==> src/rtl/flash_reader.sv <==
// flash_reader: EPCS serial-flash read engine. Issues READ BYTES (0x03) with a
// 24-bit start address and streams rd_len bytes out over a valid/ready port.
// The serial clock is paused low between bytes while the consumer stalls,
// so the flash keeps its place and no data is lost.
module flash_reader #(
  parameter int CLK_DIV = 2,  // clock cycles per DCLK half-period
  parameter int CS_HIGH = 4,  // min cycles FLASH_NCE stays high after a transfer
  parameter int BIT_REV = 0   // 1 = bit-reverse each received byte
) (
  input  logic        clock,
  input  logic        reset,
  input  logic        rd_req,
  input  logic [23:0] rd_addr,
  input  logic [8:0]  rd_len,
  output logic        busy,
  output logic [7:0]  rd_data,
  output logic        rd_valid,
  input  logic        rd_ready,
  output logic        rd_done,
  output logic        DCLK,
  output logic        DATAOUT,
  input  logic        DATAIN,
  output logic        FLASH_NCE
);

  typedef enum logic [2:0] {
    IDLE, SEL, CMD, ADDR, DATA, HOLD, DESEL, DONE
  } state_t;

  localparam logic [15:0] DIV_LAST = 16'(CLK_DIV - 1);
  localparam logic [15:0] CS_LAST  = 16'(CS_HIGH - 1);
  localparam logic [7:0]  READ_CMD = 8'h03;

  state_t      state;
  logic [15:0] timer;      // half-period / setup / deselect timer
  logic [4:0]  bit_cnt;    // bits completed in the current field
  logic [31:0] tx_sr;      // command + address, shifted out MSB first
  logic [7:0]  rx_sr;      // incoming data byte, MSB first
  logic [8:0]  remaining;  // bytes still to deliver, including the one in flight
  logic [7:0]  rx_byte;    // rx_sr in consumer bit order

  // Present the received byte either as-is or bit-reversed
  generate
    if (BIT_REV != 0) begin : g_rev
      for (genvar gi = 0; gi < 8; gi++) begin : g_bit
        assign rx_byte[gi] = rx_sr[7-gi];
      end
    end else begin : g_fwd
      assign rx_byte = rx_sr;
    end
  endgenerate

  // Read sequencer: chip select, bit-serial engine and consumer handshake
  always_ff @(posedge clock or negedge reset) begin
    if (!reset) begin
      state     <= IDLE;
      timer     <= '0;
      bit_cnt   <= '0;
      tx_sr     <= '0;
      rx_sr     <= '0;
      remaining <= '0;
      busy      <= 1'b0;
      rd_data   <= '0;
      rd_valid  <= 1'b0;
      rd_done   <= 1'b0;
      DCLK      <= 1'b0;
      DATAOUT   <= 1'b0;
      FLASH_NCE <= 1'b1;
    end else begin
      rd_done <= 1'b0;
      case (state)
        IDLE: begin
          if (rd_req) begin
            busy <= 1'b1;
            if (rd_len == 9'd0) begin
              // Empty request completes without touching the flash
              rd_done <= 1'b1;
              state   <= DONE;
            end else begin
              tx_sr     <= {READ_CMD, rd_addr};
              remaining <= rd_len;
              timer     <= '0;
              FLASH_NCE <= 1'b0;
              state     <= SEL;
            end
          end
        end

        SEL: begin
          // Chip-select setup time with DCLK low, then present the first command bit
          if (timer == DIV_LAST) begin
            timer   <= '0;
            bit_cnt <= '0;
            DATAOUT <= tx_sr[31];
            tx_sr   <= {tx_sr[30:0], 1'b0};
            state   <= CMD;
          end else begin
            timer <= timer + 16'd1;
          end
        end

        CMD, ADDR, DATA: begin
          if (timer != DIV_LAST) begin
            timer <= timer + 16'd1;
          end else begin
            timer <= '0;
            if (!DCLK) begin
              // Rising DCLK: flash samples DATAOUT, we sample DATAIN
              DCLK <= 1'b1;
              if (state == DATA) begin
                rx_sr <= {rx_sr[6:0], DATAIN};
              end
            end else begin
              // Falling DCLK: the only place DATAOUT is allowed to change
              DCLK    <= 1'b0;
              bit_cnt <= bit_cnt + 5'd1;
              if (state == CMD) begin
                DATAOUT <= tx_sr[31];
                tx_sr   <= {tx_sr[30:0], 1'b0};
                if (bit_cnt == 5'd7) begin
                  bit_cnt <= '0;
                  state   <= ADDR;
                end
              end else if (state == ADDR) begin
                if (bit_cnt == 5'd23) begin
                  bit_cnt <= '0;
                  DATAOUT <= 1'b0;
                  state   <= DATA;
                end else begin
                  DATAOUT <= tx_sr[31];
                  tx_sr   <= {tx_sr[30:0], 1'b0};
                end
              end else if (bit_cnt == 5'd7) begin
                bit_cnt  <= '0;
                rd_data  <= rx_byte;
                rd_valid <= 1'b1;
                state    <= HOLD;
              end
            end
          end
        end

        HOLD: begin
          // DCLK parked low; the flash holds its position until the byte is taken
          if (rd_valid && rd_ready) begin
            rd_valid  <= 1'b0;
            remaining <= remaining - 9'd1;
            timer     <= '0;
            if (remaining == 9'd1) begin
              FLASH_NCE <= 1'b1;
              state     <= DESEL;
            end else begin
              state <= DATA;
            end
          end
        end

        DESEL: begin
          // Enforce the minimum chip-select high time before reporting completion
          if (timer == CS_LAST) begin
            timer   <= '0;
            rd_done <= 1'b1;
            state   <= DONE;
          end else begin
            timer <= timer + 16'd1;
          end
        end

        DONE: begin
          busy  <= 1'b0;
          state <= IDLE;
        end

        default: state <= IDLE;
      endcase
    end
  end

endmodule

==> config.mk <==
export PLATFORM = sky130hd
export DESIGN_NAME = flash_reader
export DESIGN_NICKNAME = d
export VERILOG_FILES = /design/src/rtl/flash_reader.sv
export SDC_FILE = /design/constraint.sdc
export NUM_CORES = 1
export LEC_CHECK = 0
export BUFFER_PORTS_ARGS = -buffer_cell sky130_fd_sc_hd__buf_2
export CORE_ASPECT_RATIO = 0.9
export CORE_MARGIN = 2
export CORE_UTILIZATION = 45
export DETAILED_ROUTE_END_ITERATION = 12
export HOLD_SLACK_MARGIN = 0.08
export PLACE_DENSITY = 0.69
export SLEW_MARGIN = 20
export SYNTH_ARGS = -nofsm -noshare
export SYNTH_HDL_FRONTEND = slang
export SYNTH_SLANG_ARGS = --single-unit
==> constraint.sdc <==
create_clock -name clock -period 2.65 [get_ports clock]
set_clock_uncertainty 0.2 [all_clocks]
set_input_delay 0.3975 -clock clock [delete_from_list [all_inputs] [get_ports clock]]
set_output_delay 0.3975 -clock clock [all_outputs]
set_load 0.03 [all_outputs]
==> metrics.txt <==
status=completed; Filler Cell Count=slightly below 900; WL per Instance=15.49 um; startpoint types=flop; Arrival @ worst endpoint=2.64 ns; Area Growth Syn to Fin=19.35%; diodes inserted=0; vias in the first global route=3,367; area leader, netlist=dfrtp_1; CTS sink cnt=slightly below 90; CP Cell Sequence=inv_2 > ha_4 > nor3b_4 > and4_4 > mux2i_4 > a2111oi_4 > buf_6 > mux2_4; Power Density=about 460 nW/um^2; First-pass DRT Iterations=5; internal reg-to-reg setup slack=between 0.03 and 0.04 ns; crit end category=flop; clk root buf=clkbuf_16; CTS tree=built; share of layout cells above drive strength 1=36.29%; post-synth top area share=between 40 and 50%; Layout Cells excl Fill=roughly 640; Crit-path slowest cell=a2111oi_4; final wirelength=about 10000 um; cell count of the worst hold path=2; Area contributors post-synth=dfrtp_1, mux2_2, mux2_4, o21ai_0, nand2_1; PortBufs=between 50 and 60; Initial Util=a little under half; Min-Delay Path Class=primary input to flop; row count=35; RSZ-0062 raised after global routing=yes; crit-path leading delay family=simple AND/OR/NAND/NOR gates; critical path type=flop to flop; max-cap check violation count=0; footprint of the multi-input gates=about 2400 sq um; GR Util All Layers=about 18%; Post-synth EDFFs=0; Final setup viols=0; Max Slew Vio Count=0; min cycle time layout=between 2 and 3 ns; Final Cell Area=about 5600 sq um; via count=approximately 3,500; Placed Instances=around 600; Mean Syn Cell Area=around 11 sq um; initial antenna violation count=0; first-pass GRT wire length=16,120 um; Die Span Y=between 100 and 150 um; WP buf/inv=2; Top Ports=52; Max Fclk=around 0.38 GHz; Mapped Area=approximately 4700 sq um; Reg clk slew, reported paths=around 0.060 ns; vias per cell=5.495; core area=between 10,000 and 15,000 sq um; total power=2.600 mW; Clock Latency Late Sink=about 0.33 ns; CTS H-tree lvls=3; DP HPWL=6570 um; Initial DRC Count=approximately 210; Synth cell types=62; TritonCTS buffer count=9; global route overflow=0; die width=between 100 and 150 um; worst r2r path cells=8; Slew HR=between 50% and 60%; antenna-violating nets left=0; Yosys warning count=0; GPL Wtd Cong=approximately 0.85; final worst path period share=approximately 99%; DRC viols=0; RR Endpoint=tx_sr[9]$_DFFE_PN0P_; worst-margin pin slew=approximately 0.73 ns; Synth Net Count=475; largest net degree at the start of global routing=40; sequential share of the synthesized area=46.28%; final hold violations=0; slowest cell delay on critical path=0.48 ns; Main synth FF type=dfrtp_1; worst flop-to-flop path startpoint=timer[1]$_DFFE_PN0P_; Leak=between 2 and 3 nW; crit path max fanout=15; DP Area=slightly above 5000 sq um; Seq cells post-synth=87; Die Area=11,300 sq um; Worst VDD drop=~0.36 mV; TNS Setup=0 ns; Worst path depth=8; post-route core utilization=between 50% and 60%; Worst Path Required=2.67 ns; Hold Path Sink=rx_byte[0]$_DFFE_PN0P_; Reg area=around 2200 sq um; Mapped Cells=432; Longest Clk Path Bufs=2; hold path startpoint=DATAIN; final net count=around 550; Synth async-reset ratio=100.0%
## cell usage after synthesis, types with 2 or more instances
| master | number |
|---|---|
| mux2i_1 | 7 |
| nand4_1 | 5 |
| nor2_1 | 26 |
| ha_1 | 5 |
| a21oi_1 | 22 |
| nor3_1 | 9 |
| mux2_4 | 24 |
| o31ai_1 | 3 |
| nor4_2 | 2 |
| dfrtp_1 | 86 |
| nor2b_1 | 3 |
| and3_1 | 6 |
| clkbuf_1 | 7 |
| o221ai_1 | 2 |
| a21o_1 | 4 |
| a22o_1 | 3 |
| buf_6 | 5 |
| nand2b_1 | 9 |
| a31oi_1 | 10 |
| o22ai_1 | 3 |
| clkbuf_2 | 2 |
| mux2_2 | 41 |
| nand3_1 | 11 |
| o22a_1 | 2 |
| nor4_1 | 3 |
| xnor2_1 | 3 |
| mux2_1 | 2 |
| nor3_2 | 2 |
| inv_1 | 17 |
| nor3b_1 | 4 |
| buf_2 | 6 |
| buf_4 | 3 |
| or3_1 | 8 |
| o21ai_0 | 26 |
| nand2_1 | 34 |
## final cells by class
class	count	share of cell area [%]
Inverter	17	1.136
Timing Repair Buffer	83	9.577
Multi-Input combinational cell	305	42.47
Sequential cell	87	38.86
Tap cell	129	2.873
Clock buffer	13	4.811
Clock inverter	2	0.2673
## where the power goes
| part | internal [mW] | switching (mW) | total, mW | leakage (nW) |
|---|---|---|---|---|
| clock network | 0.707 | 0.491 | 1.20 | 0.134 |
| logic | 0.0298 | 0.0428 | 0.0725 | 1.50 |
| registers | 1.33 | 0.000524 | 1.33 | 1.10 |
| total | 2.07 | 0.534 | 2.60 | 2.73 |
## worst register-to-register path, stage by stage (launching register included)
cell       delay, ns
dfrtp_1         0.42
inv_2           0.09
ha_4            0.13
nor3b_4         0.20
and4_4          0.29
mux2i_4         0.08
a2111oi_4       0.48
buf_6           0.28
mux2_4          0.32
## kinds of logic (layout without fill, tap and decap cells)
kind of cell / count (synthesis) / after routing / synth area share, %
AOI/OAI and AO/OA: 88 / 88 / 12.25
xor gates and xnor gates: 4 / 4 / 0.7444
adders and majority gates: 5 / 5 / 1.329
buffers and inverters: 40 / 115 / 4.439
DFF: 87 / 87 / 46.28
muxes: 75 / 75 / 19.72
and+or+nand+nor: 133 / 133 / 15.23
## metrics by stage
step,hold WS [ns],setup slack [ns]
after CTS,0.08593,0.1086
after global placement,0.1610,0.1915
final,0.08758,0.03675
after detailed placement,0.1632,0.1180
after floorplan,-0.09809,0.2720
after global routing,0.08599,-0.09570
## layout by cell type (no fill, tap or decap), types with 4 or more instances in the layout
cell type   n
a21oi_1    22
mux2i_1     7
inv_1      16
mux2_4     26
ha_1        4
or3_1       8
dfrtp_2     4
buf_2      50
dfrtp_1    82
nand2b_1    9
nand2_1    34
a31oi_1    10
clkbuf_16  10
nor3_1      9
mux2_2     39
nand3_1    11
buf_4      28
nor2_1     26
o21ai_0    26
nand4_1     5
and3_1      6
a21o_1      4
## worst max-delay path by stage
stage / startpoint / endpoint
floorplan: timer[1]$_DFFE_PN0P_ / tx_sr[10]$_DFFE_PN0P_
global placement: timer[1]$_DFFE_PN0P_ / tx_sr[2]$_DFFE_PN0P_
detailed placement: timer[1]$_DFFE_PN0P_ / tx_sr[2]$_DFFE_PN0P_
CTS: timer[1]$_DFFE_PN0P_ / tx_sr[2]$_DFFE_PN0P_
global route: timer[1]$_DFFE_PN0P_ / tx_sr[28]$_DFFE_PN0P_
finish: timer[1]$_DFFE_PN0P_ / tx_sr[9]$_DFFE_PN0P_
## flip-flops by register name, summed over array words and instances (netlist names)
name       cells
rd_data        8
DCLK           1
state          3
tx_sr         32
DATAOUT        1
bit_cnt        5
remaining      9
FLASH_NCE      1
rd_valid       1
rd_done        1
busy           1
timer         16
rx_byte        8
## per-layer routing
layer	GRT usage [%]	wire length, um	up-vias
met2	28.16	4635	61
met3	4.690	462	8
met4	5.318	82	0
li1	-	-	1712
met1	23.85	4669	1714
met5	0	0	-
## timing repair
item	4_1_cts	5_1_grt
buffers inserted	0	12
endpoints found under the setup margin	0	2
hold endpoints to repair	28	0
resized for setup	0	16
hold buffers	1	0
Note: power is estimated with default switching activity, not from simulation.
